$ cat src/rtl/rom_port_arbiter_pkg.sv
// Shared definitions for the ROM port arbiter.
//  - FSM state encoding (IDLE / ACCESS / RESP)
//  - owner encoding (OWN_CPU / OWN_DMA)
//  - default address / data widths
//  - owner_onehot(): owner -> per-port select vector (bit 0 = CPU, bit 1 = DMA)
package rom_port_arbiter_pkg;

  localparam int DEF_AW = 19;
  localparam int DEF_DW = 8;

  typedef enum logic [1:0] {
    ST_IDLE   = 2'd0,
    ST_ACCESS = 2'd1,
    ST_RESP   = 2'd2
  } state_e;

  typedef enum logic {
    OWN_CPU = 1'b0,
    OWN_DMA = 1'b1
  } owner_e;

  function automatic logic [1:0] owner_onehot(input owner_e o);
    return (o == OWN_DMA) ? 2'b10 : 2'b01;
  endfunction

endpackage

$ cat src/rtl/rom_port_arbiter_if.sv
// Bus bundle between the two requesters, the ROM and the arbiter.
//  master : requester/ROM side (drives strobes, addresses and ROM read data)
//  slave  : arbiter side (drives acks, read data, ROM address/select, busy)
//  cpu_stb/cpu_addr, dma_stb/dma_addr : 1-cycle request strobes + addresses
//  cpu_ack/cpu_rdata, dma_ack/dma_rdata : 1-cycle ack + held read data
//  mem_addr/mem_cs/mem_rdata : ROM read port, busy : arbiter activity
interface rom_port_arbiter_if #(
  parameter int AW = rom_port_arbiter_pkg::DEF_AW,
  parameter int DW = rom_port_arbiter_pkg::DEF_DW
);
  logic          cpu_stb;
  logic [AW-1:0] cpu_addr;
  logic          cpu_ack;
  logic [DW-1:0] cpu_rdata;
  logic          dma_stb;
  logic [AW-1:0] dma_addr;
  logic          dma_ack;
  logic [DW-1:0] dma_rdata;
  logic [AW-1:0] mem_addr;
  logic          mem_cs;
  logic [DW-1:0] mem_rdata;
  logic          busy;

  modport master (
    output cpu_stb, cpu_addr, dma_stb, dma_addr, mem_rdata,
    input  cpu_ack, cpu_rdata, dma_ack, dma_rdata, mem_addr, mem_cs, busy
  );

  modport slave (
    input  cpu_stb, cpu_addr, dma_stb, dma_addr, mem_rdata,
    output cpu_ack, cpu_rdata, dma_ack, dma_rdata, mem_addr, mem_cs, busy
  );
endinterface

$ cat src/rtl/rom_port_arbiter_pick.sv
// Combinational winner select for the ROM port arbiter.
//  cpu_pend, dma_pend : pending request flags
//  starve             : consecutive CPU grants taken while DMA was waiting
//  valid              : some request is pending
//  owner              : CPU normally; DMA if it is alone or has been starved
//                       STARVE_MAX times in a row
module rom_port_arbiter_pick
  import rom_port_arbiter_pkg::*;
#(
  parameter int STARVE_MAX = 4,
  parameter int SW         = 4
) (
  input  logic          cpu_pend,
  input  logic          dma_pend,
  input  logic [SW-1:0] starve,
  output logic          valid,
  output owner_e        owner
);

  always_comb begin
    valid = cpu_pend | dma_pend;
    owner = OWN_CPU;
    if (dma_pend && (!cpu_pend || starve == SW'(STARVE_MAX)))
      owner = OWN_DMA;
  end

endmodule

$ cat src/rtl/rom_port_arbiter.sv
// Shares one ROM read port between the CPU fetch port (priority) and the DMA
// block-copy port. Each port captures a strobed request into a pending flag
// and address register; the FSM (IDLE -> ACCESS -> RESP) holds mem_addr for
// RD_LAT cycles, samples mem_rdata into the winner's read-data register and
// acks the winner for one cycle.
//  fclk : clock            rst : asynchronous active-high reset
//  bus  : slave side of rom_port_arbiter_if (requester ports + ROM port + busy)
module rom_port_arbiter
  import rom_port_arbiter_pkg::*;
#(
  parameter int AW         = DEF_AW,
  parameter int DW         = DEF_DW,
  parameter int RD_LAT     = 2,
  parameter int STARVE_MAX = 4
) (
  input  logic                 fclk,
  input  logic                 rst,
  rom_port_arbiter_if.slave    bus
);

  localparam int         SW       = 4;
  localparam logic [2:0] CNT_INIT = 3'(RD_LAT - 1);

  state_e        state_reg, state_next;
  owner_e        owner_reg, owner_next;
  logic [2:0]    cnt_reg, cnt_next;
  logic [SW-1:0] starve_reg, starve_next;
  logic [AW-1:0] mem_addr_reg, mem_addr_next;
  logic [1:0]    pend_reg, pend_next;
  logic [AW-1:0] addr_reg [2];
  logic [AW-1:0] addr_next [2];
  logic [DW-1:0] rdata_reg [2];
  logic [DW-1:0] rdata_next [2];

  // Port index 0 = CPU, 1 = DMA throughout.
  logic [1:0]    stb, accept, ack, own_oh, win_oh;
  logic [AW-1:0] req_addr [2];
  logic          pick_valid, grant, capture;
  owner_e        pick_owner;

  assign stb         = {bus.dma_stb, bus.cpu_stb};
  assign req_addr[0] = bus.cpu_addr;
  assign req_addr[1] = bus.dma_addr;
  assign own_oh      = owner_onehot(owner_reg);
  assign win_oh      = owner_onehot(pick_owner);

  rom_port_arbiter_pick #(
    .STARVE_MAX (STARVE_MAX),
    .SW         (SW)
  ) u_pick (
    .cpu_pend (pend_reg[0]),
    .dma_pend (pend_reg[1]),
    .starve   (starve_reg),
    .valid    (pick_valid),
    .owner    (pick_owner)
  );

  always_comb begin
    state_next    = state_reg;
    owner_next    = owner_reg;
    cnt_next      = cnt_reg;
    mem_addr_next = mem_addr_reg;
    starve_next   = starve_reg;
    grant         = 1'b0;
    capture       = 1'b0;

    case (state_reg)
      ST_IDLE: begin
        if (pick_valid) begin
          grant         = 1'b1;
          owner_next    = pick_owner;
          mem_addr_next = (pick_owner == OWN_DMA) ? addr_reg[1] : addr_reg[0];
          cnt_next      = CNT_INIT;
          state_next    = ST_ACCESS;
        end
      end
      ST_ACCESS: begin
        if (cnt_reg == 3'd0) begin
          capture    = 1'b1;
          state_next = ST_RESP;
        end else begin
          cnt_next = cnt_reg - 3'd1;
        end
      end
      ST_RESP:  state_next = ST_IDLE;
      default:  state_next = ST_IDLE;
    endcase

    // Starvation count only means something while DMA is waiting.
    if (!pend_reg[1])
      starve_next = '0;
    else if (grant && pick_owner == OWN_DMA)
      starve_next = '0;
    else if (grant && starve_reg != SW'(STARVE_MAX))
      starve_next = starve_reg + 1'b1;
  end

  // Per-port capture. A strobe is dropped while its port is pending or being
  // accessed; the RESP cycle of that port already counts as free, so a
  // requester can chain back-to-back reads by strobing on its ack.
  // Accept and grant-clear never coincide: one needs pend=0, the other pend=1.
  for (genvar gi = 0; gi < 2; gi++) begin : g_port
    assign accept[gi]     = stb[gi] && !pend_reg[gi] &&
                            !(state_reg == ST_ACCESS && own_oh[gi]);
    assign pend_next[gi]  = accept[gi] | (pend_reg[gi] & ~(grant & win_oh[gi]));
    assign addr_next[gi]  = accept[gi] ? req_addr[gi] : addr_reg[gi];
    assign rdata_next[gi] = (capture && own_oh[gi]) ? bus.mem_rdata : rdata_reg[gi];
    assign ack[gi]        = (state_reg == ST_RESP) && own_oh[gi];
  end

  always_ff @(posedge fclk or posedge rst) begin
    if (rst) begin
      state_reg    <= ST_IDLE;
      owner_reg    <= OWN_CPU;
      cnt_reg      <= '0;
      starve_reg   <= '0;
      mem_addr_reg <= '0;
      pend_reg     <= '0;
      for (int i = 0; i < 2; i++) begin
        addr_reg[i]  <= '0;
        rdata_reg[i] <= '0;
      end
    end else begin
      state_reg    <= state_next;
      owner_reg    <= owner_next;
      cnt_reg      <= cnt_next;
      starve_reg   <= starve_next;
      mem_addr_reg <= mem_addr_next;
      pend_reg     <= pend_next;
      for (int i = 0; i < 2; i++) begin
        addr_reg[i]  <= addr_next[i];
        rdata_reg[i] <= rdata_next[i];
      end
    end
  end

  assign bus.cpu_ack   = ack[0];
  assign bus.dma_ack   = ack[1];
  assign bus.cpu_rdata = rdata_reg[0];
  assign bus.dma_rdata = rdata_reg[1];
  assign bus.mem_addr  = mem_addr_reg;
  assign bus.mem_cs    = (state_reg == ST_ACCESS);
  assign bus.busy      = (state_reg != ST_IDLE) || (|pend_reg);

endmodule

$ cat src/flat_wrapper.sv
// flat-port wrapper written by rule: the top's interface ports become plain ports
module rom_port_arbiter_flat import rom_port_arbiter_pkg::*;
#(
  parameter int AW         = DEF_AW,
  parameter int DW         = DEF_DW,
  parameter int RD_LAT     = 2,
  parameter int STARVE_MAX = 4
)
  (fclk, rst, bus_cpu_stb, bus_cpu_addr, bus_dma_stb, bus_dma_addr, bus_mem_rdata, bus_cpu_ack, bus_cpu_rdata, bus_dma_ack, bus_dma_rdata, bus_mem_addr, bus_mem_cs, bus_busy);
  rom_port_arbiter_if #(.AW(AW), .DW(DW)) bus_i ();
  input  logic fclk;
  input  logic rst;
  input wire logic [$bits(bus_i.cpu_stb)-1:0] bus_cpu_stb;
  input wire logic [$bits(bus_i.cpu_addr)-1:0] bus_cpu_addr;
  input wire logic [$bits(bus_i.dma_stb)-1:0] bus_dma_stb;
  input wire logic [$bits(bus_i.dma_addr)-1:0] bus_dma_addr;
  input wire logic [$bits(bus_i.mem_rdata)-1:0] bus_mem_rdata;
  output wire logic [$bits(bus_i.cpu_ack)-1:0] bus_cpu_ack;
  output wire logic [$bits(bus_i.cpu_rdata)-1:0] bus_cpu_rdata;
  output wire logic [$bits(bus_i.dma_ack)-1:0] bus_dma_ack;
  output wire logic [$bits(bus_i.dma_rdata)-1:0] bus_dma_rdata;
  output wire logic [$bits(bus_i.mem_addr)-1:0] bus_mem_addr;
  output wire logic [$bits(bus_i.mem_cs)-1:0] bus_mem_cs;
  output wire logic [$bits(bus_i.busy)-1:0] bus_busy;
  assign bus_i.cpu_stb = bus_cpu_stb;
  assign bus_i.cpu_addr = bus_cpu_addr;
  assign bus_i.dma_stb = bus_dma_stb;
  assign bus_i.dma_addr = bus_dma_addr;
  assign bus_i.mem_rdata = bus_mem_rdata;
  assign bus_cpu_ack = bus_i.cpu_ack;
  assign bus_cpu_rdata = bus_i.cpu_rdata;
  assign bus_dma_ack = bus_i.dma_ack;
  assign bus_dma_rdata = bus_i.dma_rdata;
  assign bus_mem_addr = bus_i.mem_addr;
  assign bus_mem_cs = bus_i.mem_cs;
  assign bus_busy = bus_i.busy;
  rom_port_arbiter #(.AW(AW), .DW(DW), .RD_LAT(RD_LAT), .STARVE_MAX(STARVE_MAX)) u_core (.fclk(fclk), .rst(rst), .bus(bus_i));
endmodule
$ cat config.mk
export PLATFORM = sky130hd
export DESIGN_NAME = rom_port_arbiter_flat
export DESIGN_NICKNAME = d
export VERILOG_FILES = /design/src/rtl/rom_port_arbiter_pkg.sv /design/src/rtl/rom_port_arbiter_if.sv /design/src/rtl/rom_port_arbiter_pick.sv /design/src/rtl/rom_port_arbiter.sv /design/src/flat_wrapper.sv
export SDC_FILE = /design/constraint.sdc
export NUM_CORES = 1
export LEC_CHECK = 0
export CORE_ASPECT_RATIO = 1.5
export CORE_UTILIZATION = 49
export DETAILED_ROUTE_END_ITERATION = 10
export PLACE_DENSITY = 0.81
export SLEW_MARGIN = 0
export SYNTH_ARGS = -nofsm -noshare
export SYNTH_HDL_FRONTEND = slang
export SYNTH_HIERARCHICAL = 1
export SYNTH_SLANG_ARGS = --single-unit
$ cat constraint.sdc
create_clock -name fclk -period 3.45 [get_ports fclk]
set_input_delay 0.8625 -clock fclk [delete_from_list [all_inputs] [get_ports fclk]]
set_output_delay 0.8625 -clock fclk [all_outputs]
set_load 0.005 [all_outputs]
## Word-level counts from Yosys, hierarchy flattened

Index checks and enable logic that the tools add are counted.

- Add/subtract/negate cells: 2
- Multiply operators: 0
- Div/mod/pow operators: 0
- Order comparisons: 0
- Eq/ne operators: 8
- Shift-type cells: 0
- Muxes and demuxes: 17
- Bitwise operators: 9
- Reductions and logical operators: 27

Operators with widths:

| kind | count |
|---|---|
| two-way mux 19 bit | 1 |
| logical AND 1 bit | 13 |
| two-way mux 4 bit | 3 |
| two-way mux 2 bit | 4 |
| two-way mux 3 bit | 2 |
| case mux 3 bit (2 select lines) | 1 |
| two-way mux 1 bit | 5 |
| adder 4 x 1 -> 4 bit, second input constant | 1 |
| bitwise AND 1 bit | 4 |
| == test 4 x 3 -> 1 bit, second input constant | 1 |
| logical NOT 1 bit | 4 |
| inequality test 2 x 1 -> 1 bit, second input constant | 2 |
| inequality test 4 x 3 -> 1 bit, second input constant | 1 |
| case mux 2 bit (2 select lines) | 1 |
| AND reduction 2 bit | 2 |
| nonzero test 2 bit | 2 |
| logical NOT 3 bit | 1 |
| inequality test 3 bit, second input constant | 1 |
| bitwise OR 1 bit | 3 |
| AND reduction 3 bit | 1 |
| subtractor 3 x 1 -> 3 bit, second input constant | 1 |
| == test 2 x 1 -> 1 bit, second input constant | 1 |
| == test 2 bit, second input constant | 1 |
| logical NOT 2 bit | 1 |
| other kinds (4) | 6 |

- Register bits after elaboration: 85
- Latch bits: 0
- RAM bits: 0
- Bits in read-only memories: 0
- Input port bits: 50
- Memories kept: 0

## Longest topological paths before layout

Gate-level depths: netlist of the first run.

- Depth after elaboration: 9
- Depth in mapped cells: 6

## Hierarchy

The synthesis of the first run kept the hierarchy.

Modules (own cells, without submodules):

| module | instances | cells an instance | area an instance (um2) | seq. area each (um2) |
|---|---|---|---|---|
| rom_port_arbiter | 1 | 265 | 3514.6 | 2127.0 |
| rom_port_arbiter_pick | 1 | 3 | 23.8 | 0.0 |

## Worst setup path before layout of the first run

OpenSTA, ideal clock, no wires.

- Kind: reg-to-reg
- From: register u_core.starve_reg[1]
- To: register u_core.mem_addr_reg[0] (netlist: u_core/bus.mem_addr[0])
- Library setup time: 0.133 ns
- Arrival: 1.865 ns
- Setup slack: 1.452 ns
- Cell stages (with the launch flop): 6
- Period minus slack after synthesis: 1.998 ns
- Cell sequence: dfrtp_1 -> or4b_1 -> a21boi_1 -> clkbuf_1 -> mux2i_1 -> o21ai_0

- Word-level cells in the longest chain between the ends: 5

Ends and longest elaborated chain:

| element | RTL line | RTL |
|---|---|---|
| start: declaration | rom_port_arbiter.sv:27 | `logic [SW-1:0] starve_reg, starve_next;` |
| start signal: assignment | rom_port_arbiter.sv:127 | `starve_reg <= starve_next;` |
| == test 4 x 3 -> 1 bit | rom_port_arbiter_pick.sv:23 | `if (dma_pend && (!cpu_pend \|\| starve == SW'(STARVE_MAX)))` |
| logical OR 1 bit | rom_port_arbiter_pick.sv:23 |  |
| logical AND 1 bit | rom_port_arbiter_pick.sv:23 |  |
| two-way mux 1 bit | rom_port_arbiter_pick.sv:23 |  |
| named net u_core.pick_owner | rom_port_arbiter.sv:39 | `owner_e pick_owner;` |
| two-way mux 19 bit | rom_port_arbiter.sv:72 | `mem_addr_next = (pick_owner == OWN_DMA) ? addr_reg[1] : addr_reg[0];` |
| end signal: assignment | rom_port_arbiter.sv:128 | `mem_addr_reg <= mem_addr_next;` |
| end: declaration | rom_port_arbiter.sv:28 | `logic [AW-1:0] mem_addr_reg, mem_addr_next;` |

The timed path passes the listed nets, and every way through them passes these cells.
A chain may end at the register's enable or synchronous reset.

## Worst setup path after layout of the first run

- From: register u_core.state_reg[0]
- To: output bus_mem_cs

- Word-level cells in the longest chain between the ends: 1

Ends and longest elaborated chain:

| element | RTL line | RTL |
|---|---|---|
| start: declaration | rom_port_arbiter.sv:24 | `state_e state_reg, state_next;` |
| start signal: assignment | rom_port_arbiter.sv:124 | `state_reg <= state_next;` |
| == test 2 x 1 -> 1 bit | rom_port_arbiter.sv:142 | `assign bus.mem_cs = (state_reg == ST_ACCESS);` |
| end: declaration | flat_wrapper.sv:23 | `output wire logic [$bits(bus_i.mem_cs)-1:0] bus_mem_cs;` |

No other way between the ends.

==> impl_metrics.yaml, run 1 <==
worst_setup_path:
  crit-reg2reg-launch: "u_core/starve_reg[1]"
  arrival_ns: 1.93
  cpLargestDelayFamily: "buffers and inverters"
  cpPeakStageDelay_ns: 0.61
  start_kind: "register"
  path_cells: "nor2b_1 > clkdlybuf4s50_1"
  critPathLaunch: "u_core/state_reg[0]"
  r2r_slack_ns: 1.12
  crit_fanout: 8
  path_buf_inv: 1
  crit_slowest_cell: "clkdlybuf4s50_1"
  cp-end-kind: "primary output"
  required_ns: 2.59
  critPathKind: "register to primary output"
sta:
  max_freq_ghz: 0.358
  fin_crit_sh_pct: 80.9
  finalWorstSetupSlack_ns: 0.659
  final.min_clock_period_ns: 2.79
  final.setup.tns_ns: 0
  finalSetupViolCount: 0
  skew_ns: 0.00741
  worst_pin_slew_ns: 0.863
  whs_ns: 0.478
  rsz0062_at_grt: "false"
  hold_viol: 0
  max_slew_margin_pct: 42.5
  drv_slew: 0
pwr:
  pwr-share-comb_pct: 42.2
  power.density_nw_per_um2: 894
  leakage_nw: 2.02
  pwr-share-clk_pct: 15.7
  switchingPower_mw: 1.33
  switching_share_pct: 31.8
  intPower_mw: 2.86
  p_seq_share_pct: 42.2
  max-vdd-ir-drop_v: 0.000414
grt:
  grt_pass1_wl_mm: 11.3
  grt_max_degree: 49
  antenna_found_initial: 0
  grt_pass1_vias: 2330
  track_usage_pct: 19.6
  overflow: 0
synth:
  synth_fa_ha_area_share_pct: 1.41
  ys_ff_latch: 85
  synth-edff-count: 0
  yosys_warnings: 6
  synth_area_um2: 3540
  synth-xor-area-share_pct: 0
  syn_inst: 268
  synth_nets: 322
  synthDistinctLibCells: 33
  async_flop_share_pct: 100
  yosys_most_used_dff: "dfrtp_1"
  synth_top_area_share_pct: 60.1
  yosys.area_share.simple_pct: 7.36
  ys_seq_area_share_pct: 60.1
  synthTopCellsByArea: "dfrtp_1 60%, mux2_2 17%, mux2i_1 5.7%"
  synth.area.mux_share_pct: 22.8
  synth-compound-area-share_pct: 5.80
  synth_top_family_by_area: "multiplexers"
  synth_top_cell_by_area: "dfrtp_1"
  syn_avg_cell_area_um2: 13.2
finish:
  syn2layout_area_growth_pct: 32.8
  antennaDiodeCount: 0
  final_nets: 412
  drive_above_1_share_pct: 22.1
  finalNonFillerCells: 440
  final_area_um2: 4700
  largest_reg_flops: 38
  final_cell_mix: "88 x clkdlybuf4s50_1, 85 x dfrtp_1, 54 x mux2_2, 25 x nand2_1, 24 x o21ai_0"
  nFillCells: 528
  final_common_cell: "clkdlybuf4s50_1"
outcome:
  status: "finished with violations"
  violations: "design-rule violations"
worst_hold_path:
  hold_class: "register to register"
  hp-start: "u_core/bus.mem_addr[6]"
drt:
  drt_iter0_markers: 123
  first_pass_iters: 7
  drc_errors: 6
  dr_total_vias: 2336
  postRouteAntennaNets: 0
  vias_per_cell: 5.31
  drt-total-wl_mm: 6.83
  wire_per_inst_um: 15.5
cts:
  cts_sinks: 85
  insertion_delay_ns: 0.35
  clockBufferDepth: 2
  htreeDepth: 3
  post_cts_buffers: 0
  clockRootBuffer: "clkbuf_8"
  cts_hold_buf: 0
  cts_resized: 0
  cts_buffers: 9
  clk_pin_slew_ns: 0.08
  cts_tree: "yes"
die:
  die_w_um: 71.4
  start_util_pct: 51.0
  num_io_pins: 89
  fp.dieArea_um2: 7570
  die_h_um: 106
  num_rows: 37
  core_area_um2: 6940
place:
  gp_congestion: 0.806
  io_buffers: 88
  dp_slack_ns: 0.883
  hpwlAfterDp_mm: 4.81
  dp_cells: 425
  placed_area_um2: 4520
flow_run:
  cap_viol_max_count: 0
-- layout make-up --
type,instances,area (um^2),area share (%)
clock inverters,5,52.6,1.12
well taps,78,97.6,2.08
repair buffers,92,923,19.7
clock buffers,10,128,2.72
flip-flops and latches,85,2130,45.3
inverters,8,31.3,0.666
multi-input cells,162,1340,28.5
-- power by group through the flow --
stage	sequential, mW	clock [mW]	combinational (mW)
detailed placement	1.79	0	1.79
CTS	1.77	0.677	1.79
global placement	1.77	0	1.73
global route	1.84	0.714	1.96
finish	1.77	0.658	1.77
floorplan	1.74	0	1.07
-- synthesized netlist by cell type (all sizes together), types with 2 or more instances --
cell,instances
dfrtp,85
clkbuf,6
a21oi,6
inv,8
or4,2
mux2,54
buf,7
ha,4
nand2b,3
o21ai,24
mux2i,20
nor3b,3
nand3,4
nand2,25
-- through the flow --
stage / util [%] / total power [mW]
6_report: 67.7 / 4.20
3_3_place_gp: 65.1 / 3.51
5_1_grt: 67.7 / 4.51
2_1_floorplan: - / 2.81
4_1_cts: 67.7 / 4.24
3_5_place_dp: 65.1 / 3.58
-- metal layers --
metal	track usage, %	part of all wire (%)	vias up
met4	10.0	2.4	0
met1	23.2	42	1156
met2	33.4	53	53
met5	0	0	-
met3	3.98	3.2	10
li1	-	-	1117
-- path summary, 6_finish.rpt --
path,to,cells after the start
min,u_core/bus.mem_addr[6],2
max in group asynchronous,u_core/bus.mem_addr[0],3
max,bus_mem_cs,2
min reg2reg,u_core/bus.mem_addr[6],2
max reg2reg,u_core/bus.mem_addr[14],5
min in group asynchronous,u_core/cnt_reg[0],2
-- cells by family after synthesis --
| family | count (synthesis) |
|---|---|
| buffers and inverters | 21 |
| multiplexers | 74 |
| AO/OA/AOI/OAI | 36 |
| flip-flops | 85 |
| AND/OR/NAND/NOR | 48 |
| adder cells (fa/ha/maj) | 4 |
-- tightest hold or removal path: cells and delay by family (launching register included) --
kind            cells  cell delay (ns)
flops               1             0.34
simple gates        1             0.05
compound gates      1             0.06
Power figures use the tool's default switching activity.
==> inputs of run 2 (changes only) <==
==> constraint.sdc (replaced) <==
create_clock -name fclk -period 2.65 [get_ports fclk]
set_input_delay 0.6625 -clock fclk [delete_from_list [all_inputs] [get_ports fclk]]
set_output_delay 0.6625 -clock fclk [all_outputs]
set_load 0.005 [all_outputs]
==> impl_metrics.yaml, run 2 (synthesis gave the netlist of run 1 again) <==
worst_setup_path:
  required_ns: 1.99
  arrival_ns: 1.77
  critPathKind: "register to primary output"
  crit_fanout: 8
  cpPeakStageDelay_ns: 0.53
  cpLargestDelayFamily: "simple AND/OR/NAND/NOR gates"
  crit_slowest_cell: "or4_1"
  cp-end-kind: "primary output"
  path_buf_inv: 1
  path_cells: "or4_1 > clkdlybuf4s50_1"
  start_kind: "register"
finish:
  syn2layout_area_growth_pct: 34.7
  final_common_cell: "clkdlybuf4s50_1"
  nFillCells: 544
  final_area_um2: 4770
  drive_above_1_share_pct: 23.0
  final_nets: 415
  antennaDiodeCount: 0
  final_cell_mix: "88 x clkdlybuf4s50_1, 85 x dfrtp_1, 54 x mux2_2, 25 x nand2_1, 24 x o21ai_0"
  largest_reg_flops: 38
grt:
  grt_pass1_wl_mm: 11.7
  gr-usage-met1_pct: 22.4
  antenna_found_initial: 0
  gr-usage-met3_pct: 3.89
  overflow: 0
  grt_busiest_layer: "met2"
  grt_pass1_vias: 2515
  grtUsageMet2_pct: 36.9
  grt_max_degree: 86
  track_usage_pct: 20.2
drt:
  drt-total-wl_mm: 6.99
  drc_errors: 5
  dr_total_vias: 2377
  postRouteAntennaNets: 0
  first_pass_iters: 8
  vias_per_cell: 5.35
  drt_iter0_markers: 123
  wire_per_inst_um: 15.8
place:
  gp_congestion: 0.754
  io_buffers: 88
  hpwlAfterDp_mm: 4.91
  placed_area_um2: 4560
cts:
  clockRootBuffer: "clkbuf_8"
  cts_tree: "yes"
  htreeDepth: 3
  insertion_delay_ns: 0.34
  cts_buffers: 9
  cts_hold_buf: 0
  clockBufferDepth: 2
  cts_sinks: 85
  cts_resized: 0
  post_cts_buffers: 0
  clk_pin_slew_ns: 0.08
flow_run:
  cap_viol_max_count: 0
sta:
  whs_ns: 0.480
  drv_slew: 0
  max_slew_margin_pct: 38.4
  worst_pin_slew_ns: 0.921
  rsz0062_at_grt: "false"
  final.setup.tns_ns: 0
  skew_ns: 0.0105
  hold_viol: 0
  max_freq_ghz: 0.412
  final.min_clock_period_ns: 2.43
  finalSetupViolCount: 0
  fin_crit_sh_pct: 91.6
die:
  num_io_pins: 89
  die_h_um: 106
  core_area_um2: 6940
  start_util_pct: 51.0
  fp.dieArea_um2: 7570
  num_rows: 37
  die_w_um: 71.4
pwr:
  max-vdd-ir-drop_v: 0.000596
  power.density_nw_per_um2: 1180
  intPower_mw: 3.85
  switchingPower_mw: 1.79
  p_seq_share_pct: 41.0
  pwr-share-comb_pct: 42.4
  total_power_mw: 5.63
  pwr-share-clk_pct: 16.6
  switching_share_pct: 31.7
  leakage_nw: 2.05
outcome:
  status: "finished with violations"
  violations: "design-rule violations"
worst_hold_path:
  hold_class: "register to register"
[run 2: cell count changes in the layout (fill, tap and decap cells not counted)]
cell / change
clkinvlp_4: +1
inv_6: +1
clkinv_2: -4
buf_4: +2
clkbuf_8: +2
clkinv_4: +1
buf_12: +1
[run 2: cell type report]
class	count	area, um^2	area share, %
Multi-Input combinational cell	162	1340	28.1
Sequential cell	85	2130	44.6
Clock buffer	12	155	3.26
Inverter	8	33.8	0.709
Clock inverter	4	55.1	1.16
Tap cell	78	97.6	2.05
Timing Repair Buffer	95	958	20.1
[run 2: power by group through the flow]
stage	registers, mW	logic, mW	clock network [mW]
floorplan	2.27	1.39	0
global placement	2.31	2.32	0
detailed placement	2.34	2.41	0
CTS	2.31	2.41	0.963
global route	2.39	2.61	1.01
finish	2.31	2.39	0.935
[run 2: metrics by stage]
stage,utilization [%],instances,worst slack [ns]
floorplan,-,268,0.652
finish,68.6,444,0.222
global route,68.6,444,0.144
CTS,68.6,444,0.197
global placement,65.6,428,0.566
detailed placement,65.6,428,0.551
[run 2: path summary, 6_finish.rpt]
| check | start | end | slack [ns] | cells past startpoint |
|---|---|---|---|---|
| min in group asynchronous | rst | u_core/bus.mem_addr[8] | 0.75 | 3 |
| setup / recovery | u_core/state_reg[0] | bus_busy | 0.22 | 2 |
| hold / removal | u_core/bus.mem_addr[11] | u_core/bus.mem_addr[11] | 0.48 | 2 |
| max in group asynchronous | rst | u_core/bus.mem_addr[14] | 1.51 | 3 |
| hold reg to reg | u_core/bus.mem_addr[11] | u_core/bus.mem_addr[11] | 0.48 | 2 |
| setup reg to reg | u_core/starve_reg[1] | u_core/bus.mem_addr[8] | 0.54 | 5 |
[run 2: routing by layer]
metal	share of wire, %	wire length [um]
met5	0	0
met4	2.0	143
met3	2.9	202
met2	55	3870
met1	40	2780
[run 2: worst register-to-register path, delay by kind of cell, from the launching register on]
family                 cells  cell delay (ns)
and+or+nand+nor            1             0.59
DFF                        1             0.43
buffers and inverters      1             0.22
muxes                      1             0.21
AOI/OAI and AO/OA          2             0.52
==> inputs of run 3 (changes only) <==
--- a/config.mk
+++ b/config.mk
@@ -6,9 +6,9 @@
 export NUM_CORES = 1
 export LEC_CHECK = 0
 export CORE_ASPECT_RATIO = 1.5
-export CORE_UTILIZATION = 49
+export CORE_UTILIZATION = 36
 export DETAILED_ROUTE_END_ITERATION = 10
-export PLACE_DENSITY = 0.81
+export PLACE_DENSITY = 0.63
 export SLEW_MARGIN = 0
 export SYNTH_ARGS = -nofsm -noshare
 export SYNTH_HDL_FRONTEND = slang
==> impl_metrics.yaml, run 3 (synthesis gave the netlist of run 1 again) <==
outcome:
  status: "finished, final reports clean"
worst_setup_path:
  crit_fanout: 8
  r2r_slack_ns: 0.50
  crit-reg2reg-launch: "u_core/starve_reg[1]"
  reg2regPathDepth: 5
  required_ns: 1.99
  start_kind: "register"
  cp-end-kind: "primary output"
  arrival_ns: 1.78
  timing.rr.end: "u_core/bus.mem_addr[16]"
  critPathKind: "register to primary output"
sta:
  whs_ns: 0.478
  worst_pin_slew_ns: 0.856
  max_freq_ghz: 0.409
  fin_crit_sh_pct: 92.2
  final.min_clock_period_ns: 2.44
  finalSetupViolCount: 0
  drv_slew: 0
  skew_ns: 0.00612
  max_slew_margin_pct: 42.8
  finalWorstSetupSlack_ns: 0.207
  rsz0062_at_grt: "false"
  final.setup.tns_ns: 0
  hold_viol: 0
finish:
  finalNonFillerCells: 481
  largest_reg_flops: 38
  antennaDiodeCount: 0
  final_area_um2: 4910
  syn2layout_area_growth_pct: 38.8
  finish.utilization_pct: 51.0
  drive_above_1_share_pct: 23.0
  final_nets: 416
  final_cell_mix: "88 x clkdlybuf4s50_1, 85 x dfrtp_1, 54 x mux2_2, 25 x nand2_1, 24 x o21ai_0"
  final_common_cell: "clkdlybuf4s50_1"
drt:
  vias_per_cell: 4.95
  dr_total_vias: 2382
  wire_per_inst_um: 15.3
  postRouteAntennaNets: 0
  drt-total-wl_mm: 7.36
  drc_errors: 0
  drt_iter0_markers: 98
  first_pass_iters: 4
pwr:
  pwr-share-clk_pct: 22.0
  leakage_nw: 2.10
  total_power_mw: 5.99
  switching_share_pct: 30.1
  p_seq_share_pct: 38.5
  max-vdd-ir-drop_v: 0.000623
  intPower_mw: 4.19
  pwr-share-comb_pct: 39.4
  switchingPower_mw: 1.80
  power.density_nw_per_um2: 1220
die:
  fp.dieArea_um2: 10200
  start_util_pct: 36.7
  core_area_um2: 9630
  num_rows: 44
  die_w_um: 83.0
  num_io_pins: 89
  die_h_um: 123
cts:
  cts_sinks: 85
  post_cts_buffers: 0
  cts_resized: 0
  cts_buffers: 9
  clockRootBuffer: "clkbuf_16"
  htreeDepth: 3
  cts_tree: "yes"
  cts_hold_buf: 0
  clockBufferDepth: 2
  insertion_delay_ns: 0.33
  clk_pin_slew_ns: 0.06
grt:
  overflow: 0
  antenna_found_initial: 0
  grt_pass1_vias: 2532
  grt_pass1_wl_mm: 12.0
  track_usage_pct: 15.4
  grt_max_degree: 86
place:
  io_buffers: 88
  hpwlAfterDp_mm: 5.17
  dp_cells: 466
  gp_congestion: 0.738
  placed_area_um2: 4600
  dp_slack_ns: 0.501
worst_hold_path:
  min_path_cells: 2
  hold_class: "register to register"
  holdPathEnd: "u_core/bus.mem_addr[10]"
  hp-start: "u_core/bus.mem_addr[10]"
flow_run:
  cap_viol_max_count: 0
==> run 3: area by class of cell <==
cell class                      instances  area, um^2
Fill cell                             852        4720
Sequential cell                        85        2130
Multi-Input combinational cell        162        1340
Timing Repair Buffer                   96         953
Clock buffer                           11         243
Tap cell                              115         144
Clock inverter                          4        72.6
Inverter                                8        33.8
==> run 3: worst max path at each step <==
stage / from / end / slack [ns] / depth (start not counted)
3_5_place_dp: u_core/starve_reg[1] / u_core/bus.mem_addr[18] / 0.50 / 5
4_1_cts: u_core/state_reg[0] / bus_busy / 0.19 / 2
2_1_floorplan: u_core/starve_reg[1] / u_core/bus.mem_addr[0] / 0.65 / 5
5_1_grt: u_core/state_reg[0] / bus_busy / 0.15 / 2
3_3_place_gp: u_core/starve_reg[1] / u_core/bus.mem_addr[16] / 0.51 / 5
6_report: u_core/state_reg[0] / bus_busy / 0.21 / 2
==> run 3: worst max-delay path, cell delays in order, from the launching register on <==
cell and delay [ns]:
dfrtp_1 0.45, or4_1 0.55, clkdlybuf4s50_1 0.46
==> run 3: power by group through the flow <==
stage / registers [mW] / logic, mW / clock network [mW]
floorplan: 2.27 / 1.39 / 0
global placement: 2.31 / 2.35 / 0
detailed placement: 2.34 / 2.40 / 0
CTS: 2.32 / 2.41 / 1.36
global route: 2.40 / 2.61 / 1.41
finish: 2.31 / 2.36 / 1.32
==> run 3: metal layers <==
layer,part of all wire (%),wire length (um),vias to the layer above,GRT usage [%]
met1,41,3050,1185,17.3
met2,53,3900,47,26.7
li1,-,-,1136,-
met3,3.5,259,14,4.47
met5,0,0,-,0
met4,2.2,159,0,7.65
